[config.mk]
export PLATFORM = sky130hd
export DESIGN_NAME = cla_nibble_serial_adder
export DESIGN_NICKNAME = d
export VERILOG_FILES = /design/src/rtl/cla_nibble_serial_adder.sv
export SDC_FILE = /design/constraint.sdc
export NUM_CORES = 1
export LEC_CHECK = 0
export BUFFER_PORTS_ARGS = -buffer_cell sky130_fd_sc_hd__buf_2
export CORE_UTILIZATION = 45
export CTS_CLUSTER_SIZE = 40
export DETAILED_ROUTE_END_ITERATION = 16
export PLACE_DENSITY = 0.79
export SLEW_MARGIN = 20
export SYNTH_ARGS = -nofsm -noshare
export SYNTH_HDL_FRONTEND = slang
export SYNTH_SLANG_ARGS = --single-unit
[constraint.sdc]
create_clock -name clk -period 4.2 [get_ports clk]
set_input_delay 0.63 -clock clk [delete_from_list [all_inputs] [get_ports clk]]
set_output_delay 0.63 -clock clk [all_outputs]
set_load 0.02 [all_outputs]
[src/rtl/cla_nibble_serial_adder.sv]
`default_nettype none
// ============================================================================
//  Module      : cla_nibble_serial_adder
//  Description : Adds two WIDTH-bit operands one nibble per clock through a
//                single 4-bit carry-lookahead slice. A registered carry links
//                each nibble to the next. Operands arrive and results leave
//                through valid/ready handshakes.
//  Revision    : 1.0 - initial release
// ============================================================================
module cla_nibble_serial_adder #(
    parameter int WIDTH = 16
) (
    input  logic             clk,
    input  logic             rst_n,
    input  logic             in_valid,
    output logic             in_ready,
    input  logic [WIDTH-1:0] a,
    input  logic [WIDTH-1:0] b,
    input  logic             cin,
    output logic             out_valid,
    input  logic             out_ready,
    output logic [WIDTH-1:0] sum,
    output logic             cout,
    output logic             overflow
);

    localparam int NIB  = WIDTH / 4;
    localparam int IDXW = (NIB > 1) ? $clog2(NIB) : 1;

    localparam logic [IDXW-1:0] c_last    = IDXW'(NIB - 1);
    localparam logic [IDXW-1:0] c_idx_one = IDXW'(1);

    localparam logic [1:0] c_idle = 2'd0;
    localparam logic [1:0] c_run  = 2'd1;
    localparam logic [1:0] c_done = 2'd2;

    // Reject widths that cannot be split into whole nibbles.
    generate
        if ((WIDTH % 4 != 0) || (WIDTH < 4)) begin : g_bad_width
            $error("cla_nibble_serial_adder: WIDTH must be a multiple of 4 and >= 4");
        end
    endgenerate

    logic [1:0]       r_state;
    logic [1:0]       w_next_state;
    logic [WIDTH-1:0] r_a;
    logic [WIDTH-1:0] r_b;
    logic             r_carry;
    logic [IDXW-1:0]  r_idx;
    logic [WIDTH-1:0] r_sum;
    logic             r_cout;
    logic             r_overflow;
    logic             r_out_valid;

    logic [3:0]       w_a_nib;
    logic [3:0]       w_b_nib;
    logic [3:0]       w_g;
    logic [3:0]       w_p;
    logic [4:0]       w_c;
    logic [3:0]       w_slice_sum;
    logic             w_slice_cout;

    // Nibble selection: the slice only ever sees the nibble at r_idx.
    assign w_a_nib = r_a[{r_idx, 2'b00} +: 4];
    assign w_b_nib = r_b[{r_idx, 2'b00} +: 4];

    // 4-bit carry-lookahead slice; every carry is a flat sum of products.
    always_comb begin
        w_g    = w_a_nib & w_b_nib;
        w_p    = w_a_nib ^ w_b_nib;
        w_c[0] = r_carry;
        w_c[1] = w_g[0] | (w_p[0] & r_carry);
        w_c[2] = w_g[1] | (w_p[1] & w_g[0]) | (w_p[1] & w_p[0] & r_carry);
        w_c[3] = w_g[2] | (w_p[2] & w_g[1]) | (w_p[2] & w_p[1] & w_g[0])
               | (w_p[2] & w_p[1] & w_p[0] & r_carry);
        w_c[4] = w_g[3] | (w_p[3] & w_g[2]) | (w_p[3] & w_p[2] & w_g[1])
               | (w_p[3] & w_p[2] & w_p[1] & w_g[0])
               | (w_p[3] & w_p[2] & w_p[1] & w_p[0] & r_carry);
        w_slice_sum  = w_p ^ w_c[3:0];
        w_slice_cout = w_c[4];
    end

    // Next-state logic for the IDLE -> RUN -> DONE sequence.
    always_comb begin
        w_next_state = r_state;
        case (r_state)
            c_idle:  if (in_valid)        w_next_state = c_run;
            c_run:   if (r_idx == c_last) w_next_state = c_done;
            c_done:  if (out_ready)       w_next_state = c_idle;
            default:                      w_next_state = c_idle;
        endcase
    end

    // State register and the registered result-valid flag.
    always_ff @(posedge clk) begin
        if (!rst_n) begin
            r_state     <= c_idle;
            r_out_valid <= 1'b0;
        end else begin
            r_state     <= w_next_state;
            r_out_valid <= (w_next_state == c_done);
        end
    end

    // Datapath: capture operands on accept, then fold one nibble per cycle.
    always_ff @(posedge clk) begin
        if (!rst_n) begin
            r_a        <= '0;
            r_b        <= '0;
            r_carry    <= 1'b0;
            r_idx      <= '0;
            r_sum      <= '0;
            r_cout     <= 1'b0;
            r_overflow <= 1'b0;
        end else begin
            case (r_state)
                c_idle: begin
                    if (in_valid) begin
                        r_a     <= a;
                        r_b     <= b;
                        r_carry <= cin;
                        r_idx   <= '0;
                        r_sum   <= '0;
                    end
                end
                c_run: begin
                    r_sum[{r_idx, 2'b00} +: 4] <= w_slice_sum;
                    r_carry <= w_slice_cout;
                    r_idx   <= r_idx + c_idx_one;
                    if (r_idx == c_last) begin
                        r_cout     <= w_slice_cout;
                        // Carry into the MSB is recovered from the MSB sum bit.
                        r_overflow <= w_slice_cout
                                    ^ (r_a[WIDTH-1] ^ r_b[WIDTH-1] ^ w_slice_sum[3]);
                    end
                end
                default: ;
            endcase
        end
    end

    assign in_ready  = (r_state == c_idle);
    assign out_valid = r_out_valid;
    assign sum       = r_sum;
    assign cout      = r_cout;
    assign overflow  = r_overflow;

endmodule
`default_nettype wire

Yosys cells after proc, flatten, opt, wreduce, memory -nomap -nowiden
Index checks and enable logic that the tools add are counted.
{ "totals": {"reg_bits": 56, "inputBits": 37, "output_inout_bits": 20, "wordCells": 68} }
{ "classes": {"n_addsub": 2, "eq_ne": 5, "shift": 4, "n_mux": 11, "bitwise_logic": 32, "n_reduce_logical": 5} }
{ "ops": {"columns": ["cell", "n"], "rows": [
  ["$pmux 16 s2", 1],
  ["$shiftx 16x5->4", 2],
  ["$and 1x1->1", 16],
  ["$bwmux 16", 1],
  ["$mux 16", 1],
  ["$shift 4x6->16 const A", 1],
  ["$shiftx 4x6->16", 1],
  ["$or 1x1->1", 10],
  ["$mux 2", 4],
  ["$xor 4x4->4", 2],
  ["$eq 2x2->1 const B", 3],
  ["$neg 4->6", 1],
  ["$pmux 2 s3", 1],
  ["$reduce_and 2->1", 3],
  ["$and 4x4->4", 1],
  ["$pmux 2 s2", 1],
  ["$xor 1x1->1", 3],
  ["$add 2x1->2 const B", 1],
  ["$eq 2x1->1 const B", 1],
  ["$logic_not 2->1", 1],
  ["$ne 2x2->1 const B", 1],
  ["$pmux 1 s2", 1],
  ["$reduce_bool 2->1", 1],
  ["$mux 1", 1]
]} }

Logic depth before layout (Yosys ltp)
Gate-level depths: netlist of the first run.
{ "logic_depth": {"ltp_word": 10, "mapped_depth": 8, "depth_no_buf": 7} }

Worst setup path before layout of the first run
Ideal clock, no wire load.
{ "synth_path": {"path_type": "reg2reg", "startpoint": "register r_idx[0]", "endpoint": "register r_overflow (netlist: overflow)", "t_arrival_ns": 2.452, "slack_ns": 1.622, "stages_incl_launch_ff": 9, "n_path_buf": 1, "cell_sequence": "dfxtp_1 -> buf_4 -> mux4_2 -> ha_1 -> a21o_1 -> a31oi_1 -> xnor2_1 -> nand2b_1 -> o211ai_2"} }
{ "synth_between": {"elab_chain_len": 9, "elab_cells_between_ends": 28, "classes_between": "eq/ne (1); shift (2); bitwise (24); reduce/logical (1)"} }
{ "synth_lines": {"columns": ["item", "line_no", "rtl"], "rows": [
  ["from (decl)", "49", "logic [IDXW-1:0] r_idx;"],
  ["from (signal assigned)", "129", "r_idx <= r_idx + c_idx_one;"],
  ["$shiftx 16x5->4, on equally long branches", "64, 65", null],
  ["$xor 4x4->4 or $and 4x4->4 (tied branches)", "70, 69", null],
  ["$and 1x1->1, on equally long branches", "74, 75", null],
  ["$or 1x1->1, or another cell as far along", "74", "w_c[3] = w_g[2] | (w_p[2] & w_g[1]) | (w_p[2] & w_p[1] & w_g[0])"],
  ["$or 1x1->1 or $and 1x1->1 (tied branches)", "74, 75", null],
  ["$or 1x1->1", "75", "| (w_p[2] & w_p[1] & w_p[0] & r_carry);"],
  ["$xor 4x4->4", "79", "w_slice_sum = w_p ^ w_c[3:0];"],
  ["$xor 1x1->1 (2 in a row)", "134", "^ (r_a[WIDTH-1] ^ r_b[WIDTH-1] ^ w_slice_sum[3]);"],
  ["to (signal assigned)", "133", "r_overflow <= w_slice_cout"],
  ["to (decl)", "52", "logic r_overflow;"]
]} }
Parallel ways exist; a longest one is shown, timed or not.
A chain may end at the register's enable or synchronous reset.

Final worst setup path of the first run
Same ends and word-level chain as after synthesis.

==> run_results.csv, run 1 <==
group,metric,value,unit
cts,cts_tree,"built",
yosys,synth_cells,277,
cts,cts_resized,0,
place,dp.cells,388,
route,drc,0,
grt,grt_usage,0.189,
worst_setup_path,cpPeakStageDelay,0.87,ns
sta,timing.fmax,342,MHz
cts,clkTransAtPathRegs,0.10,ns
yosys,ys_top_cells_by_area,"dfxtp_1 (42%), nand2_1 (11%), a21boi_1 (8.5%)",
worst_setup_path,cp-end-kind,"flop",
route,vias,2084,
floorplan,dieHeight,78.8,um
floorplan,core_area,5610,sq um
worst_setup_path,rr_endpoint,"overflow",
route,dr.pass1.iters,4,
grt,grt_pass1_wl,9190,um
yosys,synthArstFlopShare,0,
sta,fin_crit_sh,0.696,
place,post-dp-hpwl,4000,um
floorplan,boundaryPins,57,
yosys,synth-seq-cells,56,
layout,drive_above_1_share,0.256,
worst_setup_path,cp-endpoint,"overflow",
cts,cts_sinks,56,
route,antenna_left,0,
sta,fin_tns_setup,0,ns
route,drt_wl_total,5480,um
layout,num_antenna_cells,0,
yosys,ys_warn_count,0,
yosys,ys.flop_type,"dfxtp_1",
route,viasPerCell,5.26,
cts,clockRootBuffer,"clkbuf_8",
status,status,"completed",
cts,cts_setup_buffers,0,
yosys,synth_fp_nets,324,
route,wl_met2,2540,um
pwr,power_density,340,nW/um^2
place,gp_congestion,0.901,
worst_hold_path,min_path_type,"reg -> reg",
flow_run,drv_cap,0,
worst_setup_path,slowest_stage,"dfxtp_1",
yosys,syn_area,2650,sq um
sta,period_needed,2.92,ns
sta,relSlewSlack,0.341,
route,highest_layer,"met4",
worst_setup_path,crit_path_cell_trace,"mux4_2 > ha_1 > a21o_1 > a31oi_1 > xnor2_1 > nand2b_1 > o211ai_2",
route,wl_met3,267,um
sta,finClkSkew,0.0131,ns
worst_setup_path,crit_required,4.40,ns
worst_setup_path,crit_start,"r_idx[0]",
sta,rsz0062_at_grt,"false",
worst_setup_path,start_kind,"flop",
cts,cts_made_buffers,5,
grt,grt_max_degree,58,
sta,setup_violations,0,
cts,clock_latency,0.31,ns
route,post_drt_wl_per_cell,13.8,um
grt,antenna_found_initial,0,
worst_setup_path,crit_type,"reg -> reg",
floorplan,chipWidth,78.8,um
cts,hold_buffers,0,
yosys,ys_seq_area_frac,0.423,
sta,tightest_slew,0.986,ns
layout,areaGrowthSynthToFinish,14.1,%
floorplan,rows,27,
sta,drv_slew,0,
cts,ctsLongestPathBuffers,2,
yosys,avgSynthCellArea,9.57,sq um
yosys,synth_top_area_frac,0.423,
cts,htree_levels,2,
yosys,synth-edff-count,0,
pwr,peakVddDrop,0.154,mV
worst_setup_path,r2r_setup_slack,1.28,ns
yosys,ys_types,37,
worst_setup_path,path_max_fanout,16,
grt,grt.overflow.total,0,
pwr,leakagePower,1.27,nW
route,drtIter0Drc,145,
layout,layout.nets,370,
floorplan,start_util,0.473,
worst_setup_path,r2r_start,"r_idx[0]",
place,io_buffer_count,56,
route,wl_met1,2540,um
worst_setup_path,reg2reg_depth,7,
yosys,yosys-top-cells-count,"nand2_1 (75), dfxtp_1 (56), a21boi_1 (30)",
yosys,synth_top_cell_by_area,"dfxtp_1",
floorplan,die-area,6200,sq um
sta,hold_violations,0,
layout,instances_no_fill,396,
yosys,yosysMostFrequentCell,"nand2_1",
grt,grt_pass1_vias,1945,
worst_setup_path,cp.arrival,3.13,ns
## flip-flops by register name (all words and copies together), names as in the netlist
register	cells
r_a	16
r_b	16
sum	16
r_idx	2
r_state	2
cout	1
out_valid	1
overflow	1
r_carry	1
## worst max-delay path: cells and delay by family, from the launching register on
| family | cells | cell delay [ns] |
|---|---|---|
| compound gates | 3 | 0.52 |
| mux | 1 | 0.65 |
| fa+ha+maj | 1 | 0.33 |
| xor+xnor | 1 | 0.27 |
| simple gates | 1 | 0.19 |
| flops | 1 | 0.87 |
## area by class of cell
type	instances	area (sq um)
sequential	56	1120
tap	72	90.1
inverter	3	11.3
timing repair buffer	56	280
multi-input combinational	201	1430
fill	543	2580
clock buffer	5	68.8
clock inverter	3	22.5
## layer usage
| metal | GRT usage | vias to the layer above |
|---|---|---|
| met4 | 0.0667 | 0 |
| li1 | - | 1045 |
| met5 | 0 | - |
| met1 | 0.251 | 961 |
| met3 | 0.0414 | 11 |
| met2 | 0.303 | 67 |
## report_power, final
group | switching, mW | leakage (nW) | internal [mW]
registers | 0.0211 | 0.457 | 0.554
clock network | 0.174 | 0.0485 | 0.120
logic | 0.0878 | 0.769 | 0.0700
total | 0.283 | 1.27 | 0.744
## worst min-delay path by stage
stage | startpoint | cells past startpoint | slack, ns | end
CTS | r_a[5] | 2 | 0.46 | r_a[5]
global route | r_a[5] | 2 | 0.47 | r_a[5]
global placement | r_a[1] | 2 | 0.44 | r_a[1]
finish | r_a[5] | 2 | 0.46 | r_a[5]
detailed placement | r_a[5] | 2 | 0.44 | r_a[5]
floorplan | r_a[10] | 2 | 0.43 | r_a[10]
## stage by stage
| step | instance area [sq um] | hold slack (ns) | power (mW) | utilization | worst slack [ns] |
|---|---|---|---|---|---|
| 5_1_grt | 3020 | 0.473 | 1.08 | 0.539 | 1.03 |
| 3_3_place_gp | 2930 | 0.443 | 0.741 | 0.523 | 1.34 |
| 3_5_place_dp | 2930 | 0.445 | 0.746 | 0.523 | 1.23 |
| 4_1_cts | 3020 | 0.459 | 1.04 | 0.539 | 1.23 |
| 2_1_floorplan | 2650 | 0.432 | 0.702 | - | 1.62 |
| 6_report | 3020 | 0.461 | 1.03 | 0.539 | 1.28 |
## cells in the final DEF (no fill, tap or decap), types with 2 or more instances in the layout
cell type	count
nand2b_1	2
o21ai_0	2
ha_1	9
nand3_1	2
a22oi_1	17
dfxtp_1	56
a21boi_0	5
and2_1	3
a21o_1	6
mux4_2	8
a21boi_1	30
inv_1	2
nor2b_1	16
buf_2	56
clkbuf_8	5
nor2_1	2
xnor2_1	4
nand2_1	75
and3_1	2
## cells by family (layout without fill, tap and decap cells)
family / Yosys count / after routing / synth area share
and+or+nand+nor: 111 / 111 / 0.209
muxes: 8 / 8 / 0.0680
xor gates and xnor gates: 5 / 5 / 0.0165
AOI/OAI and AO/OA: 67 / 67 / 0.195
buffers and inverters: 20 / 67 / 0.0382
adders and majority gates: 10 / 10 / 0.0500
DFF: 56 / 56 / 0.423
Note: power is estimated with default switching activity, not from simulation.
==> run 2, diff against run 1 <==
--- a/config.mk
+++ b/config.mk
@@ -9,7 +9,7 @@
 export CORE_UTILIZATION = 45
 export CTS_CLUSTER_SIZE = 40
 export DETAILED_ROUTE_END_ITERATION = 16
-export PLACE_DENSITY = 0.79
+export PLACE_DENSITY = 0.82
 export SLEW_MARGIN = 20
 export SYNTH_ARGS = -nofsm -noshare
 export SYNTH_HDL_FRONTEND = slang
==> constraint.sdc (replaced) <==
create_clock -name clk -period 2.6 [get_ports clk]
set_input_delay 0.39 -clock clk [delete_from_list [all_inputs] [get_ports clk]]
set_output_delay 0.39 -clock clk [all_outputs]
set_load 0.02 [all_outputs]
==> run_results.csv, run 2 (same netlist as run 1, synthesis figures left out) <==
group,metric,value,unit
sta,setup_violations,0,
pwr,power_density,571,nW/um^2
sta,fin_tns_setup,0,ns
worst_setup_path,crit_path_cell_trace,"buf_12 > mux4_2 > ha_1 > and3_1 > a221oi_4 > xnor2_2 > nand3_1 > o211ai_2",
sta,tightest_slew,0.579,ns
sta,period_needed,2.49,ns
pwr,comb_power_share,0.160,
cts,cts_sinks,56,
sta,relSlewSlack,0.614,
grt,antenna_found_initial,0,
layout,drive_above_1_share,0.282,
pwr,clockPowerShare,0.327,
cts,cts_tree,"built",
sta,drv_slew,0,
worst_hold_path,whs_path_depth,3,
pwr,peakVddDrop,0.305,mV
floorplan,core_area,5610,sq um
place,dp.cells,394,
layout,final_common_cell,"nand2_1",
grt,grt_pass1_wl,9040,um
route,post_drt_wl_per_cell,13.7,um
route,antenna_left,0,
pwr,switching_share,0.253,
worst_setup_path,crit_required,2.84,ns
sta,finClkSkew,0.00697,ns
cts,hold_buffers,0,
worst_setup_path,start_kind,"flop",
worst_setup_path,cp.arrival,2.73,ns
cts,clock_latency,0.30,ns
worst_setup_path,rr_endpoint,"overflow",
floorplan,chipWidth,78.8,um
status,status,"completed",
sta,hold_violations,0,
route,drtIter0Drc,135,
floorplan,rows,27,
sta,timing.hold.ws,0.311,ns
worst_setup_path,slowest_stage,"mux4_2",
floorplan,boundaryPins,57,
flow_run,drv_cap,0,
cts,htree_levels,2,
worst_setup_path,r2r_setup_slack,0.11,ns
route,drt_wl_total,5500,um
pwr,power.internal,1.34,mW
worst_setup_path,crit_type,"reg -> reg",
floorplan,dieHeight,78.8,um
grt,grt_max_degree,42,
place,gp_congestion,0.900,
grt,grt.overflow.total,0,
layout,areaGrowthSynthToFinish,18.5,%
worst_setup_path,r2r_start,"r_idx[0]",
pwr,finalPower,1.79,mW
layout,instances_no_fill,402,
floorplan,start_util,0.473,
worst_setup_path,cp_num_buf_inv,1,
worst_hold_path,min_path_type,"in -> reg",
grt,grt_usage,0.186,
worst_setup_path,cp-end-kind,"flop",
floorplan,die-area,6200,sq um
pwr,switchingPower,0.454,mW
sta,fin_crit_sh,0.959,
worst_hold_path,min_to,"r_a[9]",
place,post-dp-hpwl,4100,um
pwr,seq_power_share,0.514,
cts,cts_setup_buffers,0,
worst_setup_path,path_max_fanout,16,
place,io_buffer_count,56,
worst_hold_path,hp-start,"a[9]",
cts,cts_made_buffers,5,
worst_setup_path,reg2reg_depth,8,
route,vias,2127,
route,dr.pass1.iters,4,
cts,ctsLongestPathBuffers,2,
route,viasPerCell,5.29,
route,drc,0,
layout,layout.nets,376,
worst_setup_path,path_delay_family,"multiplexers",
cts,clkTransAtPathRegs,0.10,ns
pwr,leakagePower,1.34,nW
worst_setup_path,cpPeakStageDelay,0.50,ns
grt,grt_pass1_vias,1998,
sta,timing.fmax,401,MHz
cts,clockRootBuffer,"clkbuf_8",
layout,final_cell_mix,"nand2_1 (75), dfxtp_1 (56), buf_2 (56)",
cts,cts_resized,0,
layout,num_antenna_cells,0,
[run 2: through the flow]
stage | utilization | cell area [sq um] | setup slack, ns
4_1_cts | 0.555 | 3110 | 0.0347
2_1_floorplan | - | 2650 | 0.0221
3_5_place_dp | 0.533 | 2990 | 0.0412
3_3_place_gp | 0.533 | 2990 | 0.164
5_1_grt | 0.560 | 3140 | -0.00464
6_report | 0.560 | 3140 | 0.106
[run 2: metal layers]
| layer | up-vias | part of all wire | track usage |
|---|---|---|---|
| met5 | - | 0 | 0 |
| met4 | 0 | 0.022 | 0.0852 |
| met3 | 12 | 0.043 | 0.0391 |
| met2 | 59 | 0.48 | 0.302 |
| met1 | 1001 | 0.45 | 0.237 |
| li1 | 1055 | - | - |
[run 2: worst register-to-register path, stage by stage, from the launching register on]
cell and delay (ns):
dfxtp_1 0.36, buf_12 0.17, mux4_2 0.50, ha_1 0.39
and3_1 0.25, a221oi_4 0.35, xnor2_2 0.17, nand3_1 0.13
o211ai_2 0.10
[run 2: cell type report]
cell class	count	area, sq um
flip-flops and latches	56	1120
fillers	506	2470
clock buffers	6	82.6
inverters	3	11.3
repair buffers	62	338
multi-input cells	201	1460
well taps	72	90.1
clock inverters	2	38.8
[run 2: how the worst max path moves through the flow]
| stage | start | to | slack [ns] | cells past startpoint |
|---|---|---|---|---|
| after floorplan | r_idx[0] | overflow | 0.02 | 8 |
| after global placement | r_idx[0] | overflow | 0.16 | 8 |
| after detailed placement | r_idx[0] | overflow | 0.04 | 8 |
| after CTS | r_idx[0] | overflow | 0.03 | 8 |
| after global routing | r_idx[0] | overflow | -0.005 | 8 |
| final | r_idx[0] | overflow | 0.11 | 8 |
[run 2: power by group through the flow]
stage,Combinational (mW),Clock [mW],Sequential [mW]
global placement,0.266,0,0.940
global route,0.317,0.634,0.925
floorplan,0.199,0,0.934
detailed placement,0.275,0,0.940
CTS,0.277,0.603,0.920
finish,0.286,0.586,0.921
